==> src/rtl/stream_resizer_pk.sv <==
// Keep-qualified S-lane to M-lane stream resizer built around a lane-compacting buffer.
// Optional macro RESIZER_SPARSE_KEEP_EN: accept arbitrary sparse s_keep_i (default: low-aligned keep only).
module stream_resizer_pk #(
  parameter int S_KEEP_WIDTH = 3,
  parameter int M_KEEP_WIDTH = 2,
  parameter int T_DATA_WIDTH = 8,
  parameter int BUF_LANES    = 8,
  parameter int CW           = $clog2(BUF_LANES + 1)
) (
  input  logic                    clk,
  input  logic                    rst,
  input  logic                    s_valid_i,
  output logic                    s_ready_o,
  input  logic                    s_last_i,
  input  logic [S_KEEP_WIDTH-1:0] s_keep_i,
  input  logic [T_DATA_WIDTH-1:0] s_data_i [S_KEEP_WIDTH],
  output logic                    m_valid_o,
  input  logic                    m_ready_i,
  output logic                    m_last_o,
  output logic [M_KEEP_WIDTH-1:0] m_keep_o,
  output logic [T_DATA_WIDTH-1:0] m_data_o [M_KEEP_WIDTH],
  output logic [CW-1:0]           occupancy_o,
  output logic                    last_pending_o
);

  localparam int BW = BUF_LANES * T_DATA_WIDTH;
  localparam int AW = S_KEEP_WIDTH * T_DATA_WIDTH;

  logic [BW-1:0] r_buf;
  logic [CW-1:0] r_cnt;
  logic          r_lastPending;

  logic          w_push;
  logic          w_loadOk;
  logic          w_popFull;
  logic          w_popPart;
  logic          w_popZero;
  logic          w_load;
  logic          w_emitLast;
  logic [CW-1:0] w_n;
  logic [CW-1:0] w_popCnt;
  logic [CW-1:0] w_base;
  logic [CW-1:0] w_cntNext;
  logic [AW-1:0] w_app;
  logic [BW-1:0] w_shifted;
  logic [BW-1:0] w_insMask;
  logic [BW-1:0] w_insData;
  logic [BW-1:0] w_bufNext;

  always_comb begin
    w_n = '0;
    for (int k = 0; k < S_KEEP_WIDTH; k++) w_n = w_n + CW'(s_keep_i[k]);
  end

`ifdef RESIZER_SPARSE_KEEP_EN
  // Input lane k lands in packed slot j when it is kept and exactly j kept lanes precede it.
  always_comb begin
    logic [CW-1:0] pre;
    w_app = '0;
    pre   = '0;
    for (int k = 0; k < S_KEEP_WIDTH; k++) begin
      for (int j = 0; j < S_KEEP_WIDTH; j++) begin
        if (s_keep_i[k] && (pre == CW'(j))) w_app[j*T_DATA_WIDTH +: T_DATA_WIDTH] = s_data_i[k];
      end
      pre = pre + CW'(s_keep_i[k]);
    end
  end
`else
  always_comb begin
    w_app = '0;
    for (int k = 0; k < S_KEEP_WIDTH; k++) w_app[k*T_DATA_WIDTH +: T_DATA_WIDTH] = s_data_i[k];
  end
`endif

  // Ready looks only at pre-pop occupancy, so a same-cycle pop can never be relied on to make room.
  assign s_ready_o  = !rst && !r_lastPending && ((CW'(BUF_LANES) - r_cnt) >= CW'(S_KEEP_WIDTH));
  assign w_push     = s_valid_i && s_ready_o;

  assign w_loadOk   = !m_valid_o || m_ready_i;
  assign w_popFull  = w_loadOk && (r_cnt >= CW'(M_KEEP_WIDTH));
  assign w_popPart  = w_loadOk && r_lastPending && !w_popFull && (r_cnt != '0);
  assign w_popZero  = w_loadOk && r_lastPending && (r_cnt == '0);
  assign w_load     = w_popFull || w_popPart || w_popZero;
  assign w_popCnt   = w_popFull ? CW'(M_KEEP_WIDTH) : (w_popPart ? r_cnt : '0);
  assign w_emitLast = w_popFull ? (r_lastPending && (r_cnt == CW'(M_KEEP_WIDTH)))
                                : (w_popPart || w_popZero);

  assign w_base     = r_cnt - w_popCnt;
  assign w_cntNext  = w_base + (w_push ? w_n : '0);

  // Lanes beyond the count are don't-care, so the whole S-lane slot is overwritten on append.
  assign w_shifted  = r_buf >> (w_popCnt * T_DATA_WIDTH);
  assign w_insMask  = BW'({AW{1'b1}}) << (w_base * T_DATA_WIDTH);
  assign w_insData  = BW'(w_app) << (w_base * T_DATA_WIDTH);
  assign w_bufNext  = w_push ? ((w_shifted & ~w_insMask) | w_insData) : w_shifted;

  always_ff @(posedge clk) begin
    if (rst) begin
      r_buf         <= '0;
      r_cnt         <= '0;
      r_lastPending <= 1'b0;
      m_valid_o     <= 1'b0;
      m_last_o      <= 1'b0;
      m_keep_o      <= '0;
      for (int i = 0; i < M_KEEP_WIDTH; i++) m_data_o[i] <= '0;
    end else begin
      r_buf <= w_bufNext;
      r_cnt <= w_cntNext;
      if (w_push && s_last_i) begin
        r_lastPending <= 1'b1;
      end else if (w_load && w_emitLast) begin
        r_lastPending <= 1'b0;
      end
      if (w_load) begin
        m_valid_o <= 1'b1;
        m_last_o  <= w_emitLast;
        for (int i = 0; i < M_KEEP_WIDTH; i++) begin
          m_keep_o[i] <= (CW'(i) < w_popCnt);
          m_data_o[i] <= (CW'(i) < w_popCnt) ? r_buf[i*T_DATA_WIDTH +: T_DATA_WIDTH] : '0;
        end
      end else if (m_ready_i) begin
        m_valid_o <= 1'b0;
      end
    end
  end

  assign occupancy_o    = r_cnt;
  assign last_pending_o = r_lastPending;

endmodule

==> config.mk <==
export PLATFORM = sky130hd
export DESIGN_NAME = stream_resizer_pk
export DESIGN_NICKNAME = d
export VERILOG_FILES = /design/src/rtl/stream_resizer_pk.sv
export SDC_FILE = /design/constraint.sdc
export NUM_CORES = 1
export LEC_CHECK = 0
export CORE_ASPECT_RATIO = 1.25
export CORE_MARGIN = 5
export CORE_UTILIZATION = 56
export CTS_CLUSTER_DIAMETER = 100
export CTS_CLUSTER_SIZE = 10
export DETAILED_ROUTE_END_ITERATION = 8
export GPL_TIMING_DRIVEN = 0
export PLACE_DENSITY = 0.8
export SYNTH_ARGS = -nofsm -noshare
export SYNTH_HDL_FRONTEND = slang
export SYNTH_SLANG_ARGS = --single-unit
export TNS_END_PERCENT = 5
==> constraint.sdc <==
create_clock -name clk -period 5 [get_ports clk]
set_input_delay 1 -clock clk [delete_from_list [all_inputs] [get_ports clk]]
set_output_delay 1 -clock clk [all_outputs]
set_load 0.02 [all_outputs]
==> impl_metrics.ini, run 1 <==
[global_routing]
grt_pass1_vias = 5060
grt_first_pass_wirelength_um = 26900
grt_max_degree = 15
grtUsageTotal = 0.326
grt_overflow = 0
antenna_found_initial = 0

[setup_path]
arrival_ns = 5.10
crit_required_ns = 5.30
setup.worst_path.end_class = flip-flop
path_max_fanout = 10
crit_path_start = m_ready_i
rrSetupSlack_ns = 0.71
rr_startpoint = occupancy_o[1]
setup.worst_path.start_class = input port
worstSetupPathType = in2reg

[power]
p_switching_mw = 1.66
combinationalPowerShare = 0.567
max-vdd-ir-drop_mv = 0.240
p_int_mw = 1.70
power.share.clock = 0.149
switching_share = 0.493
power.total_mw = 3.36
powerDensity_nw_per_um2 = 576
seqPwrFrac = 0.284
leakagePower_nw = 2.11

[floorplanning]
rows = 38
chipWidth_um = 93.7
initial_core_util = 0.569
ioPinCount = 58
die_h_um = 115
core_um2 = 8610
dieArea_um2 = 10700

[place]
dpl_cell_area_um2 = 5620
hpwl_um = 12700
pre_cts_slack_ns = -0.246
gp_congestion = 1.00
port-buffer-count = 57

[cts]
worstSkewPairLatency_ns = 0.37
clkSinkCount = 89
cts_tree = done
clk_path_buf_depth = 2
cts.clk_slew.worst_paths_ns = 0.09
cts-root-buf = clkbuf_8
cts-buffers-inserted = 9
htree_levels = 3
post_cts_buffers = 0

[logic_synthesis]
synthFlopType = dfxtp_1
synth.distinct_cells = 50
ys_async_sr_fraction = 0
syn_inst = 573
syn_area_um2 = 4900
synth.avg_cell_area_um2 = 8.55
ys.warnings.count = 0
synth.net_count = 613
synth_seq_area_share = 0.364
synth_enable_flop_cells = 0
synth-seq-cells = 89

[final_layout]
layout-drive-gt1-share = 0.0775
layout.nets = 681
fill_cells = 760
synthToLayoutAreaGrowth_pct = 19.1
design_area_um2 = 5830
n_antenna_cell = 0

[detailed_routing]
drcViolationCount = 0
wl_per_cell_um = 22.9
viasPerCell = 6.64
drt_wl_total_um = 17500
drt_iter0_drc = 662
ant_nets = 0
vias = 5077
first_pass_iters = 7

[timing]
hold_violations = 0
skew_ns = 0.0106
max_clock_freq_mhz = 208
finalSetupViolCount = 0
fin_tns_setup_ns = 0
drv_slew = 0
rsz0062_at_grt = false
holdWs_ns = 0.459
relSlewSlack = 0.399
setup_ws_ns = 0.203
fin_crit_sh = 0.959
worst_pin_slew_ns = 0.895
fin_crit_ns = 4.80

[outcome]
outcome = finished clean

[run]
cap_violations = 0

[worst_hold_path]
hold_start = m_last_o
worstHoldPathType = reg2reg
## sequential cells by signal, summed over array words and instances, names as in the netlist
signal and count:
m_keep_o 2, m_data_o 16, occupancy_o 4, m_last_o 1
last_pending_o 1, m_valid_o 1, r_buf 64
## kinds of logic (layout without fill, tap and decap cells)
| group | Yosys count | in the layout | synth area share |
|---|---|---|---|
| AO/OA/AOI/OAI | 253 | 253 | 0.330 |
| AND/OR/NAND/NOR | 117 | 117 | 0.129 |
| flip-flops | 89 | 89 | 0.364 |
| buffers and inverters | 55 | 127 | 0.0475 |
| multiplexers | 44 | 44 | 0.0919 |
| adder cells (fa/ha/maj) | 8 | 8 | 0.0250 |
| XOR/XNOR | 6 | 6 | 0.0123 |
| other | 1 | 1 | 0.000765 |
## critical path, stage by stage
cell and delay (ns):
clkdlybuf4s50_1 0.47, nor2b_1 0.07, nor2_2 0.37, clkbuf_1 0.52, buf_1 0.45, fa_1 0.60, clkbuf_1 0.29, nor2_1 0.63
a22oi_1 0.18, or2_2 0.33, o22ai_1 0.18
## what timing repair did
item / CTS / global route
hold endpoints to repair: 0 / 0
setup endpoints to repair: 0 / 27
hold buffers: 0 / 0
resized for setup: 0 / 4
## power groups by stage
stage	registers (mW)	logic [mW]	clock network, mW
CTS	0.948	1.83	0.503
detailed placement	0.964	1.81	0
global route	0.969	2.00	0.529
floorplan	0.983	1.18	0
finish	0.955	1.91	0.500
global placement	0.957	1.80	0
## through the flow
stage                     cells  utilization
after detailed placement    750        0.653
after global placement      750        0.653
after global routing        765        0.678
after CTS                   765        0.676
final                       765        0.678
after floorplan             573            -
## cells in the final DEF, fill, tap and decap left out, types with 11 or more instances in the layout
cell type        netlist  layout
clkbuf_1              29      28
o22ai_1               40      40
inv_1                 11      11
mux2i_1               36      36
clkdlybuf4s50_1        0      57
o21ai_0               52      52
a2bb2oi_1             32      32
nor2_1                42      42
dfxtp_1               89      89
a21oi_1               73      73
nand2_1               23      23
nand2b_1              14      14
a22oi_1               13      13
## metal layers
layer / vias up / wire length (um) / GRT usage
met5: - / 0 / 0
met4: 0 / 695 / 0.153
met3: 74 / 1640 / 0.0671
met2: 327 / 8360 / 0.553
met1: 2386 / 6830 / 0.394
li1: 2290 / - / -
## final timing paths
check | cells past startpoint | to
worst max-delay path | 11 | r_buf[16]
worst min register to register | 2 | m_last_o
worst max register to register | 10 | r_buf[16]
worst min-delay path | 2 | m_last_o
## layout make-up
cell class	instances	area, um^2	share of cell area
Buffer	44	193	0.0330
Clock buffer	10	138	0.0236
Clock inverter	5	56.3	0.00965
Inverter	11	41.3	0.00708
Multi-Input combinational cell	429	2900	0.498
Sequential cell	89	1780	0.305
Tap cell	120	150	0.0257
Timing Repair Buffer	57	571	0.0978
## synth_stat cells, types with 2 or more instances
cell type / n / area, um^2
ha_1: 5 / 62.6
nand4b_1: 7 / 61.3
inv_1: 11 / 41.3
nand3_1: 10 / 50.1
nor3_1: 2 / 10.0
buf_1: 4 / 15.0
a21oi_1: 73 / 365
o2bb2ai_1: 7 / 61.3
nand2b_1: 14 / 87.6
xnor2_1: 4 / 35.0
buf_2: 9 / 45.0
o21ai_0: 52 / 260
nor2_1: 42 / 158
mux2i_1: 36 / 360
a31o_2: 3 / 26.3
fa_1: 3 / 60.1
nand2_1: 23 / 86.3
a211o_1: 8 / 70.1
mux2_2: 8 / 90.1
or2_2: 2 / 12.5
dfxtp_1: 89 / 1780
buf_6: 2 / 22.5
o22ai_1: 40 / 250
and3_1: 2 / 12.5
a2bb2oi_1: 32 / 280
or4_1: 2 / 15.0
clkbuf_1: 29 / 109
a22oi_1: 13 / 97.6
a2bb2o_1: 8 / 80.1
nor2b_1: 3 / 18.8
nand3_4: 2 / 35.0
o21ai_1: 10 / 50.1
Power figures use the tool's default switching activity.
==> inputs of run 2 (changes only) <==
Settings changed: RECOVER_POWER set to 25.
==> impl_metrics.ini, run 2 (synthesis gave the netlist of run 1 again) <==
[outcome]
outcome = finished clean

[floorplanning]
die_h_um = 115
chipWidth_um = 93.7
initial_core_util = 0.569
dieArea_um2 = 10700
core_um2 = 8610
ioPinCount = 58
rows = 38

[cts]
cts.clk_slew.worst_paths_ns = 0.09
clk_path_buf_depth = 2
post_cts_buffers = 0
cts_tree = done
htree_levels = 3
cts_hold_buf = 0
clkSinkCount = 89
cts-buffers-inserted = 9
cts-root-buf = clkbuf_8
worstSkewPairLatency_ns = 0.38
ctsResizeCount = 0

[final_layout]
fin_util = 0.678
layout-drive-gt1-share = 0.0775
layout.nets = 681
fin_cells = 765
final_common_cell = dfxtp_1
fill_cells = 760
largest_reg_flops = 64
mostFrequentLayoutCells = 89 x dfxtp_1, 73 x a21oi_1, 52 x o21ai_0
n_antenna_cell = 0
synthToLayoutAreaGrowth_pct = 19.1
top_register = r_buf

[timing]
fin_crit_ns = 4.78
hold_violations = 0
setup_ws_ns = 0.216
fin_crit_sh = 0.957
max_clock_freq_mhz = 209
skew_ns = 0.0115
fin_tns_setup_ns = 0
rsz0062_at_grt = false
drv_slew = 0
relSlewSlack = 0.398
finalSetupViolCount = 0
worst_pin_slew_ns = 0.896

[setup_path]
crit_family = buffers and inverters
arrival_ns = 5.09
crit_path_start = m_ready_i
path_max_fanout = 10
slowest_delay_ns = 0.63
rr_startpoint = occupancy_o[1]
crit_path_end = r_buf[16]
crit_cells = 11
worstSetupPathType = in2reg
setup.worst_path.start_class = input port
crit_top_cell = clkbuf_1
cp_slowest_cell = nor2_1
rrSetupSlack_ns = 0.73
rr_worst_depth = 10
critPathBufInv = 4
r2r_end = r_buf[16]
crit_required_ns = 5.30
path_cells = clkdlybuf4s50_1 > nor2b_1 > nor2_2 > clkbuf_1 > clkbuf_1 > fa_1 > clkbuf_1 > nor2_1 > a22oi_1 > or2_2 > o22ai_1
setup.worst_path.end_class = flip-flop

[global_routing]
grt_max_degree = 15
grtUsageTotal = 0.326
grt_first_pass_wirelength_um = 26900
grt_overflow = 0
grt_pass1_vias = 5060
antenna_found_initial = 0

[place]
pre_cts_slack_ns = -0.246
dpl.cell_count = 750
port-buffer-count = 57
gp_congestion = 1.00
hpwl_um = 12700

[power]
powerDensity_nw_per_um2 = 573
power.total_mw = 3.34
max-vdd-ir-drop_mv = 0.236
leakagePower_nw = 2.18

[detailed_routing]
ant_nets = 0
drt_wl_total_um = 17500
first_pass_iters = 7
drcViolationCount = 0
drt_iter0_drc = 643
viasPerCell = 6.74
vias = 5153
wl_per_cell_um = 22.9

[run]
cap_violations = 0

[worst_hold_path]
hold_start = m_last_o
worstHoldPathType = reg2reg
## run 2: changes by cell type in the layout (fill, tap and decap cells not counted)
| cell | delta |
|---|---|
| clkdlybuf4s50_1 | -26 |
| dlygate4sd3_1 | +26 |
| clkbuf_1 | +1 |
| buf_1 | -1 |
## run 2: per-layer routing
| layer | up-vias | part of all wire | track usage |
|---|---|---|---|
| li1 | 2297 | - | - |
| met1 | 2445 | 0.39 | 0.394 |
| met2 | 339 | 0.47 | 0.553 |
| met3 | 72 | 0.10 | 0.0671 |
| met4 | 0 | 0.038 | 0.153 |
| met5 | - | 0 | 0 |
## run 2: worst min-delay path by stage
stage / slack (ns) / endpoint / depth (start not counted)
after floorplan: 0.45 / m_data_o[0] / 2
final: 0.46 / m_last_o / 2
after global routing: 0.49 / m_last_o / 2
after detailed placement: 0.45 / m_last_o / 2
after global placement: 0.45 / m_last_o / 2
after CTS: 0.46 / m_last_o / 2
## run 2: worst register-to-register path, stage by stage (launching register included)
cell and delay (ns):
dfxtp_1 0.47, nor3_1 0.15, nor2_2 0.40, clkbuf_1 0.53, clkbuf_1 0.46, fa_1 0.60
clkbuf_1 0.28, nor2_1 0.63, a22oi_1 0.18, or2_2 0.34, o22ai_1 0.17
## run 2: report_power, final
| group | switching (mW) | leakage, nW | internal [mW] |
|---|---|---|---|
| Combinational | 1.28 | 1.36 | 0.612 |
| Clock | 0.260 | 0.0981 | 0.241 |
| Sequential | 0.117 | 0.722 | 0.837 |
## run 2: final cells by class
cell class	instances	area (um^2)	area share
Timing Repair Buffer	57	571	0.0978
Clock inverter	5	56.3	0.00965
Clock buffer	10	138	0.0236
Inverter	11	41.3	0.00708
Sequential cell	89	1780	0.305
Buffer	44	193	0.0330
Multi-Input combinational cell	429	2900	0.498
Tap cell	120	150	0.0257
## run 2: stage by stage
step	hold slack [ns]	cell area [um^2]
finish	0.456	5830
detailed placement	0.451	5620
global placement	0.449	5620
global route	0.488	5830
floorplan	0.452	4900
CTS	0.462	5810
==> inputs of run 3 (changes only) <==
Settings changed: TNS_END_PERCENT 5 to not set.
==> impl_metrics.ini, run 3 (synthesis gave the netlist of run 1 again) <==
[detailed_routing]
ant_nets = 0
wl_per_cell_um = 22.8
drt_iter0_drc = 611
vias = 5109
dr.max_layer_used = met4
drt_wl_total_um = 17500
wl_met2_um = 8330
drcViolationCount = 0
viasPerCell = 6.67
wl_met1_um = 6710
dr_wl_met3_um = 1720
first_pass_iters = 6

[cts]
clkSinkCount = 89
htree_levels = 3
cts-buffers-inserted = 9
cts_tree = done
cts-root-buf = clkbuf_8
cts.clk_slew.worst_paths_ns = 0.09
worstSkewPairLatency_ns = 0.37
clk_path_buf_depth = 2

[floorplanning]
initial_core_util = 0.569
chipWidth_um = 93.7
die_h_um = 115
core_um2 = 8610
dieArea_um2 = 10700
rows = 38
ioPinCount = 58

[global_routing]
grt_max_degree = 15
grt_first_pass_wirelength_um = 26900
grt_overflow = 0
grtUsageTotal = 0.326
grt_pass1_vias = 5060
antenna_found_initial = 0

[power]
powerDensity_nw_per_um2 = 572
max-vdd-ir-drop_mv = 0.242
power.share.clock = 0.150
p_int_mw = 1.70
switching_share = 0.493
leakagePower_nw = 2.19
p_switching_mw = 1.65
seqPwrFrac = 0.285
combinationalPowerShare = 0.565

[timing]
drv_slew = 0
rsz0062_at_grt = false
setup_ws_ns = 0.165
skew_ns = 0.00917
relSlewSlack = 0.405
finalSetupViolCount = 0
worst_pin_slew_ns = 0.887
max_clock_freq_mhz = 207
hold_violations = 0
fin_tns_setup_ns = 0
fin_crit_ns = 4.84
fin_crit_sh = 0.967

[final_layout]
fin_cells = 766
mostFrequentLayoutCells = 89 x dfxtp_1, 73 x a21oi_1, 52 x o21ai_0
synthToLayoutAreaGrowth_pct = 19.3
final_common_cell = dfxtp_1
largest_reg_flops = 64
top_register = r_buf
fin_util = 0.679
layout-drive-gt1-share = 0.0805
n_antenna_cell = 0
layout.nets = 682

[setup_path]
path_max_fanout = 10
path_cells = clkdlybuf4s50_1 > nand2b_1 > nand4_1 > clkbuf_1 > buf_2 > inv_1 > ha_1 > fa_1 > inv_1 > clkbuf_1 > ha_1 > a21oi_1 > nor2_1 > xnor2_1 > nor2_1
cp_slowest_cell = fa_1
arrival_ns = 5.08
rr_worst_depth = 14
rrSetupSlack_ns = 0.79
slowest_delay_ns = 0.57
r2r_end = occupancy_o[3]
rr_startpoint = occupancy_o[1]
crit_path_start = m_ready_i
crit_required_ns = 5.24
setup.worst_path.end_class = flip-flop
crit_path_end = occupancy_o[3]
worstSetupPathType = in2reg
setup.worst_path.start_class = input port

[place]
gp_congestion = 1.00
dpl.cell_count = 750
port-buffer-count = 57
pre_cts_slack_ns = -0.246
hpwl_um = 12700

[run]
cap_violations = 0

[outcome]
outcome = finished clean

[worst_hold_path]
worstHoldPathType = reg2reg
[run 3: metal layers]
metal / GRT usage / vias to the layer above
met1: 0.394 / 2413
met5: 0 / -
met3: 0.0671 / 71
li1: - / 2294
met2: 0.553 / 331
met4: 0.153 / 0
[run 3: worst max-delay path, delay by kind of cell]
kind,cells,cell delay [ns]
AOI/OAI and AO/OA,1,0.15
xor gates and xnor gates,1,0.19
adders and majority gates,3,1.14
buffers and inverters,6,2.04
and+or+nand+nor,4,0.54
[run 3: what timing repair did]
item	4_1_cts	5_1_grt
resized for setup	0	5
endpoints found under the setup margin	0	27
hold buffers	0	0
buffers inserted	0	1
[run 3: through the flow]
stage	instance area (um^2)	total power [mW]	hold slack, ns
after floorplan	4900	2.17	0.452
after global placement	5620	2.76	0.449
after detailed placement	5620	2.78	0.451
after CTS	5810	3.28	0.462
after global routing	5840	3.49	0.488
final	5840	3.35	0.458
[run 3: layout make-up]
class / instances / area [um^2]
Inverter: 11 / 41.3
Clock inverter: 5 / 56.3
Sequential cell: 89 / 1780
Buffer: 44 / 193
Timing Repair Buffer: 58 / 578
Multi-Input combinational cell: 429 / 2910
Fill cell: 759 / 2760
Clock buffer: 10 / 138
Tap cell: 120 / 150
[run 3: power by group through the flow]
| stage | clock network, mW | logic (mW) | registers (mW) |
|---|---|---|---|
| floorplan | 0 | 1.18 | 0.983 |
| global placement | 0 | 1.80 | 0.957 |
| detailed placement | 0 | 1.81 | 0.964 |
| CTS | 0.503 | 1.83 | 0.948 |
| global route | 0.529 | 1.99 | 0.967 |
| finish | 0.500 | 1.89 | 0.954 |
[run 3: worst min-delay path by stage]
| stage | to | slack [ns] | cells after the start | start |
|---|---|---|---|---|
| after floorplan | m_data_o[0] | 0.45 | 2 | r_buf[8] |
| after global placement | m_last_o | 0.45 | 2 | m_last_o |
| after detailed placement | m_last_o | 0.45 | 2 | m_last_o |
| after CTS | m_last_o | 0.46 | 2 | m_last_o |
| after global routing | m_last_o | 0.49 | 2 | m_last_o |
| final | m_last_o | 0.46 | 2 | m_last_o |
